===== src/rtl/adc_capture_pkg.sv =====
// rtl/adc_capture_pkg.sv - shared constants for the adc_capture block
//
// Purpose: FSM state encodings and the pulse-width saturation limit, shared
//          by the capture top level and anything that decodes its state.
// Ports:   none (package).

package adc_capture_pkg;

  // Plain 3-bit constants rather than an enum so that older tools and the
  // readout firmware headers can share the same numeric encodings.
  localparam logic [2:0] ST_IDLE = 3'd0;
  localparam logic [2:0] ST_FILL = 3'd1;
  localparam logic [2:0] ST_WAIT = 3'd2;
  localparam logic [2:0] ST_POST = 3'd3;
  localparam logic [2:0] ST_DONE = 3'd4;

  localparam logic [7:0] WIDTH_MAX = 8'd255;

  // Saturating increment for the pulse-width counter.
  function automatic logic [7:0] sat_inc8(input logic [7:0] v);
    return (v == WIDTH_MAX) ? WIDTH_MAX : v + 8'd1;
  endfunction

endpackage


===== src/rtl/adc_capture_ram.sv =====
// rtl/adc_capture_ram.sv - DEPTH x 8 simple dual-port record buffer
//
// Purpose: sample ring buffer for adc_capture. One write port, one
//          synchronous read port with a registered output.
// Ports:
//   i_clk, i_rst_n        clock, async active-low reset (read register only)
//   i_we, i_waddr, i_wdata write port
//   i_re, i_raddr         read request; data appears on o_rdata next cycle
//   o_rdata               registered read data, 0 after reset

module capture_ram
  import adc_capture_pkg::*;
#(
  parameter  int DEPTH = 32,
  localparam int AW    = $clog2(DEPTH)
) (
  input  logic          i_clk,
  input  logic          i_rst_n,
  input  logic          i_we,
  input  logic [AW-1:0] i_waddr,
  input  logic [7:0]    i_wdata,
  input  logic          i_re,
  input  logic [AW-1:0] i_raddr,
  output logic [7:0]    o_rdata
);

  logic [7:0] r_mem [DEPTH];
  logic [7:0] r_rdata;

  // Array kept free of reset so it can map onto distributed or block RAM.
  always_ff @(posedge i_clk) begin
    if (i_we) begin
      r_mem[i_waddr] <= i_wdata;
    end
  end

  // Output register is reset so the readout bus idles at zero.
  always_ff @(posedge i_clk or negedge i_rst_n) begin
    if (!i_rst_n) begin
      r_rdata <= 8'd0;
    end else if (i_re) begin
      r_rdata <= r_mem[i_raddr];
    end
  end

  assign o_rdata = r_rdata;

endmodule


===== src/rtl/adc_capture.sv =====
// rtl/adc_capture.sv - pre/post-trigger waveform capture on an 8-bit sample stream
//
// Purpose: when armed, records samples into a ring buffer, triggers on an
//          upward threshold crossing, freezes a DEPTH-sample record holding
//          pre_samples pre-trigger samples, measures the pulse width, and
//          lets firmware pop the record back oldest first.
// Ports:
//   i_clk, i_rst_n           clock, async active-low reset
//   i_en                     sample-accept gate
//   i_arm                    start capture (honoured in IDLE/DONE)
//   i_din, i_din_valid       sample stream
//   i_threshold              trigger level, latched at arm
//   i_pre_samples            pre-trigger count, latched at arm
//   i_rd_en                  pop one record sample (DONE only)
//   o_rd_data, o_rd_valid    popped sample, one cycle after i_rd_en
//   o_busy                   capture in progress (FILL/WAIT/POST)
//   o_done                   record ready for readout
//   o_width                  pulse width in accepted samples, saturating

module adc_capture
  import adc_capture_pkg::*;
#(
  parameter  int DEPTH = 32,
  localparam int AW    = $clog2(DEPTH)
) (
  input  logic          i_clk,
  input  logic          i_rst_n,
  input  logic          i_en,
  input  logic          i_arm,
  input  logic [7:0]    i_din,
  input  logic          i_din_valid,
  input  logic [7:0]    i_threshold,
  input  logic [AW-1:0] i_pre_samples,
  input  logic          i_rd_en,
  output logic [7:0]    o_rd_data,
  output logic          o_rd_valid,
  output logic          o_busy,
  output logic          o_done,
  output logic [7:0]    o_width
);

  logic [2:0]    r_state;
  logic [AW-1:0] r_wr_ptr;
  logic [AW-1:0] r_cnt;
  logic [7:0]    r_prev;
  logic [7:0]    r_thr;
  logic [AW-1:0] r_pre;
  logic [AW-1:0] r_start_ptr;
  logic [AW-1:0] r_post_left;
  logic [7:0]    r_width;
  logic          r_width_run;
  logic [AW-1:0] r_rd_ptr;
  logic [AW-1:0] r_rd_cnt;
  logic          r_rd_valid;

  logic          w_acc;
  logic          w_idle_or_done;
  logic          w_arm_go;
  logic          w_capturing;
  logic          w_we;
  logic          w_above;
  logic          w_trig;
  logic          w_pop;
  logic [AW-1:0] w_cnt_next;
  logic [AW-1:0] w_post_init;
  logic [AW-1:0] w_trig_start;
  logic [7:0]    w_ram_rdata;

  assign w_acc          = i_en && i_din_valid;
  assign w_idle_or_done = (r_state == ST_IDLE) || (r_state == ST_DONE);
  assign w_arm_go       = i_arm && w_idle_or_done;
  assign w_capturing    = (r_state == ST_FILL) || (r_state == ST_WAIT) ||
                          (r_state == ST_POST);
  assign w_we           = w_acc && w_capturing;
  assign w_above        = (i_din >= r_thr);

  // prev starts at FF, so a signal already above threshold at arm time
  // has to dip below it before it can trigger.
  assign w_trig         = (r_state == ST_WAIT) && w_acc && w_above &&
                          (r_prev < r_thr);

  // arm takes priority over a pop in the same DONE cycle.
  assign w_pop          = (r_state == ST_DONE) && i_rd_en && !i_arm;

  assign w_cnt_next     = r_cnt + AW'(1);
  assign w_post_init    = AW'(DEPTH - 1) - r_pre;
  // Trigger sample lands at r_wr_ptr; the pre-trigger samples sit just
  // behind it in the ring.
  assign w_trig_start   = r_wr_ptr - r_pre;

  always_ff @(posedge i_clk or negedge i_rst_n) begin
    if (!i_rst_n) begin
      r_state     <= ST_IDLE;
      r_wr_ptr    <= '0;
      r_cnt       <= '0;
      r_prev      <= 8'd0;
      r_thr       <= 8'd0;
      r_pre       <= '0;
      r_start_ptr <= '0;
      r_post_left <= '0;
      r_width     <= 8'd0;
      r_width_run <= 1'b0;
      r_rd_ptr    <= '0;
      r_rd_cnt    <= '0;
      r_rd_valid  <= 1'b0;
    end else begin
      r_rd_valid <= w_pop;
      if (w_arm_go) begin
        r_thr       <= i_threshold;
        r_pre       <= i_pre_samples;
        r_wr_ptr    <= '0;
        r_cnt       <= '0;
        r_prev      <= 8'hFF;
        r_width     <= 8'd0;
        r_width_run <= 1'b1;
        r_state     <= (i_pre_samples != '0) ? ST_FILL : ST_WAIT;
      end else begin
        case (r_state)
          ST_FILL: begin
            if (w_acc) begin
              r_wr_ptr <= r_wr_ptr + AW'(1);
              r_prev   <= i_din;
              r_cnt    <= w_cnt_next;
              if (w_cnt_next == r_pre) begin
                r_state <= ST_WAIT;
              end
            end
          end
          ST_WAIT: begin
            if (w_acc) begin
              r_wr_ptr <= r_wr_ptr + AW'(1);
              r_prev   <= i_din;
              if (w_trig) begin
                r_start_ptr <= w_trig_start;
                r_post_left <= w_post_init;
                r_width     <= 8'd1;
                if (w_post_init == '0) begin
                  r_state  <= ST_DONE;
                  r_rd_ptr <= w_trig_start;
                  r_rd_cnt <= '0;
                end else begin
                  r_state <= ST_POST;
                end
              end
            end
          end
          ST_POST: begin
            if (w_acc) begin
              r_wr_ptr    <= r_wr_ptr + AW'(1);
              r_post_left <= r_post_left - AW'(1);
              // Width only counts the first contiguous run above threshold.
              if (r_width_run) begin
                if (w_above) begin
                  r_width <= sat_inc8(r_width);
                end else begin
                  r_width_run <= 1'b0;
                end
              end
              if (r_post_left == AW'(1)) begin
                r_state  <= ST_DONE;
                r_rd_ptr <= r_start_ptr;
                r_rd_cnt <= '0;
              end
            end
          end
          ST_DONE: begin
            if (w_pop) begin
              r_rd_ptr <= r_rd_ptr + AW'(1);
              r_rd_cnt <= r_rd_cnt + AW'(1);
              if (r_rd_cnt == AW'(DEPTH - 1)) begin
                r_state <= ST_IDLE;
              end
            end
          end
          default: begin
            r_state <= ST_IDLE;
          end
        endcase
      end
    end
  end

  capture_ram #(
    .DEPTH (DEPTH)
  ) u_ram (
    .i_clk   (i_clk),
    .i_rst_n (i_rst_n),
    .i_we    (w_we),
    .i_waddr (r_wr_ptr),
    .i_wdata (i_din),
    .i_re    (w_pop),
    .i_raddr (r_rd_ptr),
    .o_rdata (w_ram_rdata)
  );

  assign o_rd_data  = w_ram_rdata;
  assign o_rd_valid = r_rd_valid;
  assign o_busy     = w_capturing;
  assign o_done     = (r_state == ST_DONE);
  assign o_width    = r_width;

endmodule


===== config.mk =====
export PLATFORM = sky130hd
export DESIGN_NAME = adc_capture
export DESIGN_NICKNAME = d
export VERILOG_FILES = /design/src/rtl/adc_capture_pkg.sv /design/src/rtl/adc_capture_ram.sv /design/src/rtl/adc_capture.sv
export SDC_FILE = /design/constraint.sdc
export NUM_CORES = 1
export LEC_CHECK = 0
export BUFFER_PORTS_ARGS = -buffer_cell sky130_fd_sc_hd__buf_2
export CAP_MARGIN = 5
export CORE_ASPECT_RATIO = 0.5
export CORE_MARGIN = 2
export CORE_UTILIZATION = 35
export DETAILED_ROUTE_END_ITERATION = 8
export GPL_TIMING_DRIVEN = 0
export PLACE_DENSITY_LB_ADDON = 0.08
export SKIP_CTS_REPAIR_TIMING = 1
export SLEW_MARGIN = 20
export SYNTH_ARGS = -nofsm -noshare
export SYNTH_HDL_FRONTEND = slang
export SYNTH_SLANG_ARGS = --single-unit

===== constraint.sdc =====
create_clock -name i_clk -period 3 [get_ports i_clk]
set_input_delay 0.45 -clock i_clk [delete_from_list [all_inputs] [get_ports i_clk]]
set_output_delay 0.45 -clock i_clk [all_outputs]
set_load 0.05 [all_outputs]

==> results of run 1 <==
-- metrics by stage --
stage / cells / power (µW) / cell area, µm² / TNS (ns)
after floorplan: 841 / 9110 / 13900 / 0
after global placement: 1416 / 10700 / 14800 / -41.87
after detailed placement: 1417 / 10700 / 14900 / -40.46
after CTS: 1473 / 14900 / 15900 / -3.25
after global routing: 1474 / 15500 / 16000 / -5.66
final: 1475 / 14700 / 16000 / 0
-- path summary, 6_finish.rpt --
| kind | slack (ns) | to | start |
|---|---|---|---|
| hold / removal | 0.08 | r_thr[0]$_DFFE_PN0P_ | i_threshold[0] |
| max in group asynchronous | 2.06 | r_prev[5]$_DFFE_PN0P_ | i_rst_n |
| hold reg to reg | 0.49 | u_ram.o_rdata[6]$_DFFE_PN0P_ | u_ram.o_rdata[6]$_DFFE_PN0P_ |
| setup reg to reg | 0.08 | u_ram.r_mem[21][4]$_DFFE_PP_ | r_state[0]$_DFFE_PN0P_ |
| min in group asynchronous | 0.36 | r_cnt[1]$_DFFE_PN0P_ | i_rst_n |
| setup / recovery | 0.08 | u_ram.r_mem[21][4]$_DFFE_PP_ | r_state[0]$_DFFE_PN0P_ |
-- power by group --
group / switching [µW] / internal [µW] / total (µW) / leakage, µW
Sequential: 336 / 5300 / 5640 / 0.00321
Clock: 1730 / 2450 / 4180 / 0.000520
Combinational: 2830 / 2060 / 4890 / 0.00179
Total: 4900 / 9810 / 14700 / 0.00552
-- state kept, by name, indices dropped and copies added (netlist names) --
register,flops
r_pre,5
r_thr,8
r_width_run,1
r_prev,8
u_ram.o_rdata,8
r_start_ptr,5
r_rd_cnt,5
r_wr_ptr,5
r_rd_ptr,5
u_ram.r_mem,256
r_post_left,5
r_cnt,5
o_rd_valid,1
r_state,3
o_width,8
-- placed cells by master (no fill, tap or decap), drive strengths merged, types with 3 or more instances in the layout --
cell	synthesis	layout
nand2b	6	6
o21ai	37	37
mux2	5	5
clkbuf	27	63
a221oi	3	3
a31oi	4	4
bufinv	0	7
mux4	80	80
a41oi	4	4
buf	11	55
nand3	14	14
edfxtp	256	256
nor2b	3	3
xor2	6	6
nand2	60	60
and2	3	3
dfrtp	72	72
o31ai	3	3
nor2	75	75
and3	4	4
clkinv	0	15
a21oi	26	26
a21o	8	8
mux2i	11	11
or3	4	4
nand3b	4	4
inv	26	26
xnor2	14	14
o41ai	4	4
a222oi	3	3
o21a	3	3
ha	30	30
nand4	6	6
nor3	7	7
-- cell type report --
class / instances / area (µm²)
fillers: 3553 / 23000
multi-input cells: 449 / 4260
diodes: 1 / 2.50
clock buffers: 34 / 776
clock inverters: 22 / 285
flip-flops and latches: 328 / 9490
repair buffers: 47 / 265
plain buffers: 38 / 180
well taps: 530 / 663
inverters: 26 / 97.6
-- routing by layer --
| layer | track usage [%] | part of all wire [%] | up-vias | routed length (µm) |
|---|---|---|---|---|
| li1 | - | - | 3451 | - |
| met1 | 25.1 | 48 | 3996 | 16600 |
| met2 | 25.7 | 45 | 152 | 15600 |
| met3 | 3.47 | 4.6 | 47 | 1590 |
| met4 | 3.53 | 1.9 | 2 | 658 |
| met5 | 0 | 0.038 | - | 13 |
-- kinds of logic (layout without fill, tap and decap cells) --
kind of cell / Yosys count / in the layout / synth area share (%)
flip-flops: 328 / 328 / 68.1
AND/OR/NAND/NOR: 193 / 193 / 6.50
AO/OA/AOI/OAI: 109 / 109 / 5.25
multiplexers: 96 / 96 / 14.2
buffers and inverters: 64 / 167 / 1.93
adder cells (fa/ha/maj): 31 / 31 / 2.84
XOR/XNOR: 20 / 20 / 1.26
other: 0 / 1 / 0
-- critical path, stage by stage (launching register included) --
cell     delay [ns]
dfrtp_1        0.50
nor2_2         0.13
nor3_2         0.53
nand2_1        0.59
nor2_1         0.79
==> flow_summary.ini, run 1 <==
[status]
status = completed

[final_layout]
areaGrowthSynthToFinish_pct = 14.9
final_util_pct = 41.0
nets = 978
drive_gt1_share_pct = 24.9

[yosys]
syn-cell-area_um2 = 13900
synth.most_common_cell = edfxtp_1
syn_inst = 841
async_flop_share_pct = 22.0
yosysSeqAreaShare_pct = 68.1
syn_area_per_cell_um2 = 16.6
synth_top_cell_by_area = edfxtp_1
synth_top_cell_area_share_pct = 55.1
synth_nets = 899
ys_top_cells_by_area = edfxtp_1 (55%), dfrtp_1 (13%), mux4_2 (13%), ha_1 (2.7%), nor2_1 (2.0%)
synth_edf_count = 256
yosys_warnings = 0
synth_seq_cells = 328
netlist_top_cells_count = edfxtp_1 (256), mux4_2 (80), nor2_1 (73), dfrtp_1 (72), nand2_1 (59)
ys_types = 65
ys.flop_type = edfxtp_1

[sta]
setup_violations = 0
slew_headroom_pct = 40.3
tightest_slew_ns = 0.895
holdWs_ns = 0.0766
fin_crit_sh_pct = 97.3
rsz0062_at_grt = yes
skew_ns = 0.0176
hold_violations = 0
maxSlewViolCount = 0
max_freq_mhz = 343
fin_ws_ns = 0.0809
fin_crit_ns = 2.92

[worst_setup_path]
worst-endpoint-arrival_ns = 3.13
r2r_cells = 4
endpoint_kind = flop
required_ns = 3.22
critPathKind = reg2reg
worstSetupStartpointType = flop
path_max_fanout = 8

[detailed_routing]
postRouteAntennaNets = 0
drt_first_iter_violations = 747
wl_per_cell_um = 23.4
first_pass_iters = 7
vias = 7648
viasPerCell = 5.19
drcViolationCount = 0
wl_um = 34500

[clocking]
cts_buffers = 30
cts_tree = built
clk_pin_slew_ns = 0.07
clockBufferDepth = 3
cts-root-buf = clkbuf_16
cts.htree.levels = 1
clock_latency_ns = 0.59
clock_sinks = 328

[grt]
groute.usage.overall_pct = 16.9
grt_pass1_vias = 7740
grt_pass1_wl_um = 52000
grt_max_degree = 46
grt_overflow = 0
antenna_found_initial = 2

[die]
io_pins = 46
core.rowCount = 51
fp.coreArea_um2 = 39100
die_h_um = 145
initial_utilization_pct = 35.7
dieArea_um2 = 41500
die_x_um = 286

[hold_path]
hold_class = in2reg
worstHoldPathCells = 3

[place]
hpwl_um = 22800
port_buffers = 45
place_congestion = 0.826
place_worst_setup_slack_ns = -0.453

[power]
irDropWorstVdd_mv = 0.545
p_leak_uw = 0.00552
powerDensity_nw_per_um2 = 918

[job]
drv_cap = 0
No activity file was read; power rests on OpenSTA's default activity.
==> run 2, diff against run 1 <==
Settings changed: RECOVER_POWER from default to 50.
==> flow_summary.ini, run 2 (synthesis gave the netlist of run 1 again) <==
[status]
status = complete, but fails checks
violations = max-capacitance violations, max-slew violations

[sta]
holdWs_ns = 0.0762
skew_ns = 0.0170
fin_crit_ns = 2.92
slew_headroom_pct = -10.0
maxSlewViolCount = 29
hold_violations = 0
max_freq_mhz = 342
fin_ws_ns = 0.0795
setup_tns_ns = 0
fin_crit_sh_pct = 97.3
setup_violations = 0
tightest_slew_ns = 1.65
rsz0062_at_grt = yes

[clocking]
cts.htree.levels = 1
clock_latency_ns = 0.59
clk_pin_slew_ns = 0.07
cts-root-buf = clkbuf_16
clockBufferDepth = 3
cts_tree = built
clock_sinks = 328
cts_buffers = 30

[worst_setup_path]
endpoint_kind = flop
worst-endpoint-arrival_ns = 3.14
critPathKind = reg2reg
path_cells = nor2_2 -> nor3_2 -> nand2_1 -> nor2_1
max_stage_delay_ns = 0.79
path_max_fanout = 8
worstSetupStartpointType = flop
slowest_stage = nor2_1
required_ns = 3.22

[power]
pwr-share-comb_pct = 33.3
switching_share_pct = 33.3
irDropWorstVdd_mv = 0.545
power_uw = 14700
powerDensity_nw_per_um2 = 920
clkPwrFrac_pct = 28.4
internal-power_uw = 9810
p_sw_uw = 4910
seqPwrFrac_pct = 38.3
p_leak_uw = 0.00551

[place]
placed_area_um2 = 14900
place_congestion = 0.826
hpwl_um = 22800
port_buffers = 45
place_worst_setup_slack_ns = -0.453

[final_layout]
fillers = 3557
drive_gt1_share_pct = 24.8
largest_reg_flops = 256
mostFrequentLayoutCells = edfxtp_1 (256), mux4_2 (80), dfrtp_1 (72)
nets = 978
final_area_um2 = 16000
areaGrowthSynthToFinish_pct = 14.7
final_common_cell = edfxtp_1
regMostFlops = u_ram.r_mem

[job]
drv_cap = 1

[die]
die_h_um = 145
core.rowCount = 51
io_pins = 46
fp.coreArea_um2 = 39100
initial_utilization_pct = 35.7
dieArea_um2 = 41500
die_x_um = 286

[grt]
grt_overflow = 0
antenna_found_initial = 2
grt_pass1_vias = 7740
grt_max_degree = 46
grt_pass1_wl_um = 52000
groute.usage.overall_pct = 16.9

[detailed_routing]
first_pass_iters = 7
drcViolationCount = 0
wl_per_cell_um = 23.4
viasPerCell = 5.18
drt_first_iter_violations = 685
wl_um = 34600
vias = 7636
postRouteAntennaNets = 0

[hold_path]
hold_class = in2reg
run 2: cell types whose count changed in the layout (fill, tap and decap cells not counted), sizes merged:
| cell | before | now |
|---|---|---|
| buf | 55 | 53 |
| clkbuf | 63 | 65 |
run 2: per-layer routing:
metal	track usage [%]	part of all wire [%]	vias to the layer above
met4	3.53	1.8	2
met3	3.47	4.5	47
met5	0	0.038	-
met1	25.1	48	3992
met2	25.7	45	147
li1	-	-	3448
run 2: worst max-delay path, delay by kind of cell, from the launching register on:
family        cells  cell delay (ns)
simple gates      4             2.03
flops             1             0.51
run 2: worst paths after layout:
check                      depth (start not counted)  slack [ns]                         start                      endpoint
hold reg to reg                                    2        0.49  u_ram.o_rdata[6]$_DFFE_PN0P_  u_ram.o_rdata[6]$_DFFE_PN0P_
min in group asynchronous                          2        0.83                       i_rst_n          r_cnt[1]$_DFFE_PN0P_
setup reg to reg                                   4        0.08        r_state[0]$_DFFE_PN0P_  u_ram.r_mem[21][6]$_DFFE_PP_
hold / removal                                     3        0.08                i_threshold[0]          r_thr[0]$_DFFE_PN0P_
max in group asynchronous                          3        0.61                       i_rst_n          r_thr[2]$_DFFE_PN0P_
setup / recovery                                   4        0.08        r_state[0]$_DFFE_PN0P_  u_ram.r_mem[21][6]$_DFFE_PP_
run 2: power by group through the flow:
stage / logic, µW / clock network, µW / registers, µW
after floorplan: 3250 / 0 / 5860
after global placement: 4930 / 0 / 5720
after detailed placement: 4960 / 0 / 5730
after CTS: 4980 / 4260 / 5640
after global routing: 5340 / 4490 / 5700
final: 4900 / 4190 / 5640
run 2: per-stage QoR:
step           util, %  cells
6_report          41.0   1475
5_1_grt           41.0   1474
4_1_cts           40.8   1473
3_5_place_dp      38.1   1417
3_3_place_gp      38.0   1416
2_1_floorplan        -    841
run 2: cell type report:
class | instances | area [µm²] | share of cell area [%]
diodes | 1 | 2.50 | 0.0156
plain buffers | 38 | 180 | 1.13
clock buffers | 34 | 776 | 4.85
clock inverters | 22 | 285 | 1.78
inverters | 26 | 97.6 | 0.610
multi-input cells | 449 | 4260 | 26.6
flip-flops and latches | 328 | 9490 | 59.3
well taps | 530 | 663 | 4.15
repair buffers | 47 | 241 | 1.51
==> run 3, diff against run 2 <==
Settings changed: ABC_AREA from default to 1, CAP_MARGIN 5 to 20, CTS_BUF_LIST from default to sky130_fd_sc_hd__clkbuf_4.
==> flow_summary.ini, run 3 <==
[grt]
met1_usage_pct = 31.8
groute.usage.overall_pct = 21.6
grt_pass1_wl_um = 68300
top_usage_layer = met1
grtUsageMet3_pct = 5.21
use_met2_pct = 31.5
antenna_found_initial = 1
grt_pass1_vias = 10506
grt_overflow = 0
grt_max_degree = 46

[yosys]
syn-cell-area_um2 = 14700
synth_nets = 1457
ys_types = 43
ys.flop_type = edfxtp_1
synth.most_common_cell = edfxtp_1
yosysSeqAreaShare_pct = 64.4
netlist_top_cells_count = edfxtp_1 (256), nand2_1 (230), inv_1 (188), nand3_1 (164), o21ai_0 (112)
synth_seq_cells = 328
syn_inst = 1399
async_flop_share_pct = 22.0
syn_area_per_cell_um2 = 10.5
synth_top_cell_by_area = edfxtp_1
synth_edf_count = 256
synth_top_cell_area_share_pct = 52.2
ys_top_cells_by_area = edfxtp_1 (52%), dfrtp_1 (12%), nand2_1 (5.9%), nand3_1 (5.6%), inv_1 (4.8%)
yosys_warnings = 0

[hold_path]
worstHoldPathCells = 3
hold_class = in2reg
worstHoldStart = i_rd_en
hold_end = r_state[2]$_DFFE_PN0P_

[worst_setup_path]
r2r_cells = 9
worst-endpoint-arrival_ns = 3.48
regToRegSetupSlack_ns = 0.22
required_ns = 3.64
path_max_fanout = 34
max_stage_delay_ns = 1.26
critPathKind = in2reg
endpoint_kind = flop
worstSetupStartpointType = primary input
worst_r2r_startpoint = r_rd_ptr[1]$_DFFE_PN0P_
cp_common_cell = nand2_1
path_cells = clkbuf_1 -> ha_1 -> a21oi_1 -> o21a_1 -> nand2_1 -> nand2_1 -> a21oi_2 -> nand2_1 -> nand2_1 -> nand2_1
slowest_stage = clkbuf_1
r2r-end = u_ram.o_rdata[6]$_DFFE_PN0P_
timing.critical_path.from = i_din[5]

[sta]
setup_violations = 0
fin_crit_sh_pct = 94.6
tightest_slew_ns = 1.81
max_freq_mhz = 353
rsz0062_at_grt = no
hold_violations = 0
fin_crit_ns = 2.84
skew_ns = 0.0307
fin_ws_ns = 0.163
maxSlewViolCount = 98
slew_headroom_pct = -21.0

[final_layout]
nets = 1601
drive_gt1_share_pct = 12.7
mostFrequentLayoutCells = edfxtp_1 (256), nand2_1 (230), inv_1 (188)
largest_reg_flops = 256
regMostFlops = u_ram.r_mem
fillers = 4189
areaGrowthSynthToFinish_pct = 14.7
multi_input_area_um2 = 4260
seq_area_um2 = 9490
final_area_um2 = 16900
final_common_cell = edfxtp_1

[die]
fp.coreArea_um2 = 41800
initial_utilization_pct = 35.3
core.rowCount = 53
io_pins = 46
die_h_um = 149
dieArea_um2 = 43900
die_x_um = 294

[clocking]
clk_pin_slew_ns = 0.05
cts_buffers = 81
cts.htree.levels = 3
clock_sinks = 328
cts-root-buf = clkbuf_4
clock_latency_ns = 0.77
cts_tree = built
clockBufferDepth = 3

[power]
powerDensity_nw_per_um2 = 897
irDropWorstVdd_mv = 0.330
p_leak_uw = 0.00670

[place]
hpwl_um = 30700
port_buffers = 45
place_worst_setup_slack_ns = -0.210
placed_area_um2 = 15700
place_congestion = 0.903

[detailed_routing]
viasPerCell = 5.15
wl_per_cell_um = 21.6
first_pass_iters = 5
vias = 11123
drcViolationCount = 0
postRouteAntennaNets = 0
drt_first_iter_violations = 1057
wl_um = 46700

[job]
drv_cap = 3

[status]
violations = max-capacitance violations, max-slew violations
status = complete, but fails checks
-- run 3: power breakdown --
part | leakage, µW | total [µW] | internal, µW | switching (µW)
logic | 0.00284 | 5650 | 1530 | 4120
registers | 0.00323 | 5560 | 5290 | 275
clock network | 0.000632 | 3960 | 2020 | 1930
-- run 3: worst max path at each step --
stage / cells past startpoint / slack [ns] / to
floorplan: 6 / 0.18 / u_ram.r_mem[31][0]$_DFFE_PP_
global placement: 14 / -0.23 / o_width[1]$_DFFE_PN0P_
detailed placement: 14 / -0.21 / o_width[0]$_DFFE_PN0P_
CTS: 5 / 0.06 / o_done
global route: 6 / 0.002 / u_ram.r_mem[17][0]$_DFFE_PP_
finish: 10 / 0.16 / o_width[7]$_DFFE_PN0P_
-- run 3: layout make-up --
cell class	count	share of cell area (%)
clock buffers	121	5.37
well taps	550	4.07
repair buffers	62	2.38
clock inverters	28	0.962
inverters	194	4.32
diodes	1	0.0148
flip-flops and latches	328	56.1
multi-input cells	810	25.2
plain buffers	66	1.59
-- run 3: stage by stage --
stage / power (µW) / cells / util [%] / hold slack, ns / setup TNS (ns)
floorplan: 9090 / 1399 / - / 0.154 / 0
global placement: 11200 / 1994 / 37.5 / 0.466 / -4.77
detailed placement: 11200 / 1997 / 37.6 / 0.422 / -2.35
CTS: 15200 / 2146 / 40.2 / -0.439 / 0
global route: 16100 / 2160 / 40.5 / 0.0586 / 0
finish: 15200 / 2160 / 40.5 / 0.109 / 0
-- run 3: cells by family after synthesis --
kind of cell             after synthesis  synth area share [%]
adder cells (fa/ha/maj)               31                  2.68
flip-flops                           328                  64.4
XOR/XNOR                               9                 0.535
buffers and inverters                261                  6.83
AO/OA/AOI/OAI                        278                  11.0
AND/OR/NAND/NOR                      492                  14.6
-- run 3: per-layer routing --
layer / share of wire (%) / vias to the layer above
met3: 7.6 / 73
met4: 2.0 / 0
met5: 0 / -
met1: 48 / 5453
li1: - / 5190
met2: 43 / 407
-- run 3: worst max-delay path: cells and delay by family --
kind	cells	cell delay [ns]
AND/OR/NAND/NOR	5	0.73
buffers and inverters	1	1.26
adder cells (fa/ha/maj)	1	0.34
AO/OA/AOI/OAI	3	0.67
